### src/rtl/ddr_des_pkg.sv
// rtl/ddr_des_pkg.sv - shared types and defaults for the DDR word deserializer
// Holds the alignment FSM state type and the default word/sync parameters.
package ddr_des_pkg;

    typedef enum logic [1:0] {
        HUNT   = 2'd0,
        VERIFY = 2'd1,
        LOCKED = 2'd2
    } des_state_t;

    localparam int          DEFAULT_WIDTH     = 16;
    localparam logic [15:0] DEFAULT_SYNC_WORD = 16'hF628;
    localparam int          DEFAULT_SYNC_CNT  = 4;

endpackage

### src/rtl/ddr_des_shifter.sv
// rtl/ddr_des_shifter.sv - WIDTH+1-bit pair shift register with even/odd window mux
// Ports:
//   i_clk, i_rst           clock, asynchronous active-high reset
//   i_din_rise, i_din_fall sample pair (rise is the earlier bit)
//   i_din_en               pair valid; register frozen when low
//   i_slip                 selects the odd window for o_sel
//   o_even, o_odd, o_sel   windows taken from the post-shift value
module ddr_des_shifter
    import ddr_des_pkg::*;
#(
    parameter int WIDTH = DEFAULT_WIDTH
) (
    input  logic             i_clk,
    input  logic             i_rst,
    input  logic             i_din_rise,
    input  logic             i_din_fall,
    input  logic             i_din_en,
    input  logic             i_slip,
    output logic [WIDTH-1:0] o_even,
    output logic [WIDTH-1:0] o_odd,
    output logic [WIDTH-1:0] o_sel
);

    logic [WIDTH:0] r_sr;
    logic [WIDTH:0] w_sr_next;

    // The FSM compares against the value this cycle's pair produces, so the
    // windows are taken from the next-state value rather than the register.
    assign w_sr_next = i_din_en ? {r_sr[WIDTH-2:0], i_din_rise, i_din_fall} : r_sr;

    always_ff @(posedge i_clk or posedge i_rst) begin
        if (i_rst) begin
            r_sr <= '0;
        end else begin
            r_sr <= w_sr_next;
        end
    end

    assign o_even = w_sr_next[WIDTH-1:0];
    assign o_odd  = w_sr_next[WIDTH:1];
    assign o_sel  = i_slip ? o_odd : o_even;

endmodule

### src/rtl/ddr_word_deserializer.sv
// rtl/ddr_word_deserializer.sv - IDDR pair to aligned word deserializer with sync-word lock
// Build option: DDR_DES_IDLE_FILTER_EN suppresses SYNC_WORD strobes while locked.
// Ports:
//   i_clk, i_rst           sample clock, asynchronous active-high reset
//   i_din_rise, i_din_fall IDDR sample pair (rise first)
//   i_din_en               pair valid
//   i_realign              pulse: drop lock and hunt again
//   o_data                 aligned word, MSB first received
//   o_data_valid           one-cycle strobe for o_data
//   o_locked               high while locked
//   o_slip                 odd-bit alignment in use
module ddr_word_deserializer
    import ddr_des_pkg::*;
#(
    parameter int               WIDTH     = DEFAULT_WIDTH,
    parameter logic [WIDTH-1:0] SYNC_WORD = DEFAULT_SYNC_WORD,
    parameter int               SYNC_CNT  = DEFAULT_SYNC_CNT
) (
    input  logic             i_clk,
    input  logic             i_rst,
    input  logic             i_din_rise,
    input  logic             i_din_fall,
    input  logic             i_din_en,
    input  logic             i_realign,
    output logic [WIDTH-1:0] o_data,
    output logic             o_data_valid,
    output logic             o_locked,
    output logic             o_slip
);

    localparam int              PH_W    = $clog2(WIDTH / 2);
    localparam logic [PH_W-1:0] PH_LAST = PH_W'(WIDTH / 2 - 1);
    localparam logic [3:0]      CNT_TGT = 4'(SYNC_CNT);

    des_state_t       r_state, w_state_nxt;
    logic [PH_W-1:0]  r_phase, w_phase_nxt;
    logic [3:0]       r_cnt, w_cnt_nxt;
    logic             r_slip, w_slip_nxt;
    logic [WIDTH-1:0] r_data, w_data_nxt;
    logic             r_valid, w_valid_nxt;

    logic [WIDTH-1:0] w_even, w_odd, w_sel;
    logic             w_boundary;
    logic             w_even_hit, w_odd_hit;

    ddr_des_shifter #(.WIDTH(WIDTH)) u_shifter (
        .i_clk      (i_clk),
        .i_rst      (i_rst),
        .i_din_rise (i_din_rise),
        .i_din_fall (i_din_fall),
        .i_din_en   (i_din_en),
        .i_slip     (r_slip),
        .o_even     (w_even),
        .o_odd      (w_odd),
        .o_sel      (w_sel)
    );

    // The cycle whose pair wraps the phase counter back to 0 completes a word.
    assign w_boundary = i_din_en && (r_phase == PH_LAST);
    assign w_even_hit = (w_even == SYNC_WORD);
    assign w_odd_hit  = (w_odd == SYNC_WORD);

    always_ff @(posedge i_clk or posedge i_rst) begin
        if (i_rst) begin
            r_state <= HUNT;
            r_phase <= '0;
            r_cnt   <= '0;
            r_slip  <= 1'b0;
            r_data  <= '0;
            r_valid <= 1'b0;
        end else begin
            r_state <= w_state_nxt;
            r_phase <= w_phase_nxt;
            r_cnt   <= w_cnt_nxt;
            r_slip  <= w_slip_nxt;
            r_data  <= w_data_nxt;
            r_valid <= w_valid_nxt;
        end
    end

    always_comb begin
        w_state_nxt = r_state;
        w_phase_nxt = r_phase;
        w_cnt_nxt   = r_cnt;
        w_slip_nxt  = r_slip;
        w_data_nxt  = r_data;
        w_valid_nxt = 1'b0;

        if (i_din_en) begin
            w_phase_nxt = (r_phase == PH_LAST) ? '0 : r_phase + PH_W'(1);
        end

        if (i_realign) begin
            // Slip is left alone; the next hunt match decides it again.
            w_state_nxt = HUNT;
            w_cnt_nxt   = '0;
        end else if (i_din_en) begin
            case (r_state)
                HUNT: begin
                    if (w_even_hit || w_odd_hit) begin
                        w_slip_nxt  = !w_even_hit;
                        // Restart phase so this cycle counts as a boundary.
                        w_phase_nxt = '0;
                        w_cnt_nxt   = 4'd1;
                        w_state_nxt = (CNT_TGT == 4'd1) ? LOCKED : VERIFY;
                    end
                end
                VERIFY: begin
                    if (w_boundary) begin
                        if (w_sel == SYNC_WORD) begin
                            w_cnt_nxt = r_cnt + 4'd1;
                            if (r_cnt + 4'd1 == CNT_TGT) begin
                                w_state_nxt = LOCKED;
                            end
                        end else begin
                            w_cnt_nxt   = '0;
                            w_state_nxt = HUNT;
                        end
                    end
                end
                LOCKED: begin
                    if (w_boundary) begin
`ifdef DDR_DES_IDLE_FILTER_EN
                        if (w_sel != SYNC_WORD) begin
                            w_data_nxt  = w_sel;
                            w_valid_nxt = 1'b1;
                        end
`else
                        w_data_nxt  = w_sel;
                        w_valid_nxt = 1'b1;
`endif
                    end
                end
                default: begin
                    w_state_nxt = HUNT;
                    w_cnt_nxt   = '0;
                end
            endcase
        end
    end

    assign o_data       = r_data;
    assign o_data_valid = r_valid;
    assign o_locked     = (r_state == LOCKED);
    assign o_slip       = r_slip;

endmodule

### config.mk
export PLATFORM = sky130hd
export DESIGN_NAME = ddr_word_deserializer
export DESIGN_NICKNAME = d
export VERILOG_FILES = /design/src/rtl/ddr_des_pkg.sv /design/src/rtl/ddr_des_shifter.sv /design/src/rtl/ddr_word_deserializer.sv
export SDC_FILE = /design/constraint.sdc
export NUM_CORES = 1
export LEC_CHECK = 0
export CAP_MARGIN = 30
export CORE_ASPECT_RATIO = 1.5
export CORE_MARGIN = 2
export CORE_UTILIZATION = 50
export CTS_BUF_LIST = sky130_fd_sc_hd__clkbuf_4
export CTS_CLUSTER_SIZE = 28
export DETAILED_ROUTE_END_ITERATION = 16
export PLACE_DENSITY = 0.84
export SETUP_SLACK_MARGIN = 0.5
export SLEW_MARGIN = 20
export SYNTH_ARGS = -nofsm -noshare
export SYNTH_HDL_FRONTEND = slang
export SYNTH_SLANG_ARGS = --single-unit
### constraint.sdc
create_clock -name i_clk -period 1.98 [get_ports i_clk]
set_clock_uncertainty 0.15 [all_clocks]
set_input_delay 0.396 -clock i_clk [delete_from_list [all_inputs] [get_ports i_clk]]
set_output_delay 0.396 -clock i_clk [all_outputs]
set_load 0.01 [all_outputs]
======== Word-level counts from Yosys, hierarchy flattened ========
Cells that the tools add are included.
W data, S select, Z words.
storage, ports and cells
  output and inout bits ................... 19
  register bits ........................... 44
operators by class
  mux-type cells .......................... 25
  equal/unequal tests ..................... 11
  reductions and logical operators ........ 9
  add/subtract/negate cells ............... 2
  bitwise gates (word level) .............. 1
operators by type and width
  cell                    number
  $eq A16 B16 Y1 const B  3
  $mux W4                 5
  $mux W3                 6
  $mux W17                1
  $mux W16                1
  $mux W2                 6
  $pmux W4 S3             1
  $reduce_and A4 Y1       3
  $ne A3 B3 Y1 const B    2
  $pmux W2 S3             1
  $reduce_and A5 Y1       1
  $add A4 B1 Y4 const B   1
  $eq A4 B3 Y1 const B    1
  $mux W1                 4
  $ne A4 B4 Y1 const B    1
  $add A3 B1 Y3 const B   1
  $eq A3 B3 Y1 const B    1
  $eq A2 B1 Y1 const B    1
  $eq A2 B2 Y1 const B    1
  $logic_not A2 Y1        1
  $ne A2 B2 Y1 const B    1
  $reduce_bool A2 Y1      1
  $logic_and A1 B1 Y1     1
  $logic_not A1 Y1        1
  other kinds (2)         2

======== Longest topological paths before layout ========
  depth in word-level cells ............... 8
  mapped depth ............................ 9
  depth with buffers taken out ............ 7

======== Hierarchy ========
Synthesis repeated with hierarchy kept, for this count alone.
unflattened totals
  cells, all modules ...................... 188
  area total of the unflattened synthesis .. 2,605.0 sq um
modules (own cells, without submodules)
  module                 area each (sq um)  cells each  seq. area each (sq um)  instances
  ddr_word_deserializer  1,440.1            116         675.6                   1
  ddr_des_shifter        1,164.9            72          425.4                   1

======== Least setup slack after synthesis ========
OpenSTA, ideal clock, no wires.
  path type ............................... input port to flip-flop
  start point ............................. input port i_din_en
  end point ............................... register r_cnt[2]
  setup slack ............................. -0.388 ns
  stages .................................. 8
  required time ........................... 1.726 ns
  arrival time ............................ 2.114 ns
  cells stage by stage .................... buf_6 buf_6 or3b_1 a211oi_2 a22oi_2 nor4_4 or3b_1 o311ai_1
on the way
  word-level cells in the longest chain between the ends .. 8
  elaborated cells between the ends (all ways) .. 16
  those cells by class .................... eq/ne (5); mux (7); reduce/logical (4)
ends and longest elaborated chain
  item                  RTL line                      source
  from (decl)           ddr_word_deserializer.sv:23   input logic i_din_en,
  $mux W17              ddr_des_shifter.sv:29         assign w_sr_next = i_din_en ? {r_sr[WIDTH-2:0], i_din_rise, i_din_fall} : r_sr;
  $mux W16              ddr_des_shifter.sv:41         assign o_sel = i_slip ? o_odd : o_even;
  $eq A16 B16 Y1        ddr_word_deserializer.sv:110  if (w_sel == SYNC_WORD) begin
  $mux W4               ddr_word_deserializer.sv:110
  $mux W4               ddr_word_deserializer.sv:109  if (w_boundary) begin
  $pmux W4 S3           ddr_word_deserializer.sv:98   case (r_state)
  $mux W4               ddr_word_deserializer.sv:97   end else if (i_din_en) begin
  $mux W4               ddr_word_deserializer.sv:93   if (i_realign) begin
  to (signal assigned)  ddr_word_deserializer.sv:74   r_cnt <= w_cnt_nxt;
  to (decl)             ddr_word_deserializer.sv:37   logic [3:0] r_cnt, w_cnt_nxt;
Several ways; a longest one is shown, not always the timed one. The select of a mux whose other input is x is not followed.
A chain may end at the register's enable or synchronous reset.

======== Worst setup path after layout ========
  start point ............................. register u_shifter.r_sr[1]
  end point ............................... register r_state[0]
on the way
  word-level cells in the longest chain between the ends .. 8
  elaborated cells between the ends (all ways) .. 14
  those cells by class .................... eq/ne (5); mux (7); reduce/logical (2)
ends and longest elaborated chain
  item                    RTL line                      source
  from (decl)             ddr_des_shifter.sv:24         logic [WIDTH:0] r_sr;
  from (signal assigned)  ddr_des_shifter.sv:35         r_sr <= w_sr_next;
  $mux W17 (*)            ddr_des_shifter.sv:29
  $mux W16                ddr_des_shifter.sv:41
  $eq A16 B16 Y1          ddr_word_deserializer.sv:110
  $mux W2                 ddr_word_deserializer.sv:110
  $mux W2                 ddr_word_deserializer.sv:109
  $pmux W2 S3             ddr_word_deserializer.sv:98
  $mux W2                 ddr_word_deserializer.sv:97
  $mux W2                 ddr_word_deserializer.sv:93
  to (signal assigned)    ddr_word_deserializer.sv:72   r_state <= w_state_nxt;
  to (decl)               ddr_word_deserializer.sv:35   des_state_t r_state, w_state_nxt;
Mark *: on every way between the ends. The rest lies on a longest branch, timed or not. The select of a mux whose other input is x is not followed.

==> flow_summary_export.csv <==
group,metric,value,unit
timing,rsz0062_at_grt,"true",
clock_network,cts_buffers,5,
setup_path,max_stage_delay,550,ps
synth,ys_warn_count,0,
power_and_ir_drop,finalPower,2890,uW
setup_path,reg2reg_slack,-480,ps
min_path,min_path_type,"input port to async pin",
floorplanning,dieArea,5250,um^2
synth,synthXorXnorAreaFrac,0,%
cells_and_area,diodes,0,
global_route,track_usage,31.3,%
synth,syn_inst,232,
route,vias,2703,
synth,synth-edff-count,0,
clock_network,clock_latency,380,ps
floorplanning,die_h,87.8,um
setup_path,crit_slowest_cell,"dfrtp_1",
route,drt_pass1_iterations,6,
setup_path,r2r_end,"r_state[0]",
route,drt_iter0_drc,322,
route,drc,0,
placed_design,port_buffers,24,
setup_path,critPathMaxFanout,6,
synth,synth_simple_gate_area_share,19.5,%
setup_path,arrival,2620,ps
power_and_ir_drop,combinationalPowerShare,39.1,%
route,drtAntennaViolNets,0,
power_and_ir_drop,irDropWorstVdd,0.534,mV
route,wire_per_inst,27.3,um
placed_design,placed_area,3040,um^2
timing,slew_viol_final,0,
route,vias_per_cell,6.93,
timing,hold_viol,0,
clock_network,cts-root-buf,"clkbuf_4",
status,violations,"negative setup slack",
timing,worstMarginPinSlew,624,ps
placed_design,dp_hpwl,4470,um
flow_run,maxCapViolCount,0,
cells_and_area,fin_nets,351,
timing,fin_hold_ws,261,ps
timing,relSlewSlack,58.0,%
synth,synth_mux_area_share,9.90,%
floorplanning,rows,30,
global_route,grt_pass1_wl,11900,um
synth,seq_area_frac_synth,47.1,%
power_and_ir_drop,clkPwrFrac,20.1,%
route,drt_wl_total,10600,um
placed_design,gp_congestion,0.907,
synth,synth_compound_area_share,16.5,%
global_route,grt_pass1_vias,2449,
cells_and_area,final_cell_mix,"buf_4, dfrtp_1, buf_6, buf_2, nand2_1",
synth,ys_ff_latch,44,
setup_path,cp_top_family,"simple AND/OR/NAND/NOR gates",
synth,synth_top_family_by_area,"simple AND/OR/NAND/NOR gates",
power_and_ir_drop,power.density,738,nW/um^2
synth,synth_adder_area_share,2.14,%
setup_path,cp-end-kind,"flip-flop",
floorplanning,initial_core_util,51.9,%
synth,synthArstFlopShare,100,%
setup_path,r2r_start,"u_shifter.r_sr[1]",
clock_network,clk_pin_slew_worst_paths,140,ps
clock_network,htreeDepth,2,
setup_path,crit_type,"flip-flop to flip-flop",
clock_network,tritoncts,"done",
cells_and_area,final_common_cell,"buf_4",
status,status,"finished with violations",
cells_and_area,layout-drive-gt1-share,58.2,%
global_route,grt_max_degree,45,
floorplanning,io-pin-count,25,
setup_path,start_kind,"flip-flop",
clock_network,cts.sinks,44,
synth,synth_nets,242,
power_and_ir_drop,pwr-share-seq,40.8,%
cells_and_area,final_area,3920,um^2
power_and_ir_drop,swShare,36.1,%
timing,max_freq,407,MHz
timing,min_period,2460,ps
power_and_ir_drop,internal_power,1850,uW
setup_path,path_buf_inv,0,
setup_path,cp.required,2140,ps
floorplanning,die_w,59.8,um
synth,synthFlopType,"dfrtp_1",
clock_network,cts_buffer_depth,2,
cells_and_area,syn2layout_area_growth,67.7,%
synth,postSynthAreaPerCell,10.1,um^2
global_route,antenna_found_initial,0,
setup_path,ff2ff_path_depth,6,
timing,fin_crit_sh,124,%
synth,netlist_area,2340,um^2
timing,finalWorstSetupSlack,-480,ps
global_route,grt-ovfl-total,0,
cells_and_area,fillers,193,
synth,ys_types,47,
timing,final-setup-viol-count,11,
floorplanning,design.core.area,4500,um^2
power_and_ir_drop,p_leak,0.00181,uW
power_and_ir_drop,p_switching,1040,uW
setup_path,path_cells,"nand3b_1, a211oi_2, a22oi_2, or3_4, o211ai_1, mux2i_1",
timing,fin_tns_setup,-3680,ps
stage by stage:
step / setup WS, ps / instances / util, %
floorplan: -302 / 232 / -
global placement: -962 / 344 / 67.5
detailed placement: -1030 / 344 / 67.5
CTS: -260 / 375 / 75.8
global route: -586 / 390 / 87.1
finish: -480 / 390 / 87.1
cell usage after synthesis, types with 2 or more instances:
cell type	number	area, um^2
clkbuf_1	5	18.8
ha_1	4	50.1
o22ai_1	2	12.5
a211oi_1	4	30.0
nand4_1	2	12.5
mux2i_1	13	130
nor4_1	7	43.8
mux2_2	9	101
nor2_1	8	30.0
buf_2	3	15.0
nor2b_1	4	25.0
dfrtp_1	44	1100
o21ai_0	23	115
nand3b_1	4	30.0
nand3_1	3	15.0
o2111ai_1	2	17.5
buf_6	2	22.5
a22o_1	3	26.3
nand2b_1	6	37.5
nand4b_1	2	17.5
nor4b_1	2	17.5
nor3_1	3	15.0
nand2_1	29	109
a21oi_1	7	35.0
a211oi_2	2	25.0
or3_1	3	18.8
inv_1	14	52.6
or3b_1	3	26.3
registers in the layout, summed over array words and instances (netlist names):
name            flops
o_slip              1
r_cnt               4
u_shifter.r_sr     17
r_phase             3
r_state             2
o_data_valid        1
o_data             16
logic make-up (layout without fill, tap and decap cells):
| logic type | after synthesis | count (layout) |
|---|---|---|
| AOI/OAI and AO/OA | 55 | 55 |
| buffers and inverters | 25 | 135 |
| DFF | 44 | 44 |
| and+or+nand+nor | 82 | 82 |
| muxes | 22 | 22 |
| adders and majority gates | 4 | 4 |
cell type report:
cell class              count  area [um^2]  area share (%)
clock inverters             2         35.0           0.893
inverters                  14         56.3            1.44
multi-input cells         163         1550            39.5
repair buffers            113         1070            27.3
clock buffers               6         45.0            1.15
well taps                  48         60.1            1.53
flip-flops and latches     44         1110            28.2
worst min-delay path: stages:
cell,delay [ps]
clkdlybuf4s50_1,440
clkinvlp_4,100
buf_12,240
how the worst max path moves through the flow:
stage	to	cells past startpoint	start
finish	r_state[0]	6	u_shifter.r_sr[1]
CTS	r_state[0]	8	u_shifter.r_sr[6]
global route	r_state[0]	6	u_shifter.r_sr[1]
global placement	r_state[0]	9	i_din_en
floorplan	r_state[0]	8	i_din_en
detailed placement	r_cnt[2]	9	i_din_en
metal layers:
metal,GRT usage [%],up-vias,wire [um],part of all wire (%)
met5,0,-,0,0
met4,23.0,0,983,9.2
met3,5.91,104,904,8.5
met2,54.6,240,5370,50
met1,32.0,1300,3380,32
li1,-,1059,-,-
power groups by stage:
stage / combinational [uW] / sequential, uW / clock [uW]
6_report: 1130 / 1180 / 583
3_5_place_dp: 640 / 1140 / 0
5_1_grt: 1170 / 1170 / 624
3_3_place_gp: 615 / 1130 / 0
4_1_cts: 882 / 1120 / 572
2_1_floorplan: 338 / 1100 / 0
repair_timing:
item / in CTS / in global routing
endpoints found under the setup margin: 55 / 40
gates cloned: 2 / 4
buffers inserted: 21 / 11
gates resized for setup: 128 / 79
pin swaps: 13 / 27
endpoints found under the hold margin: 0 / 0
hold buffers: 0 / 0
(Power assumes the default switching activity.)
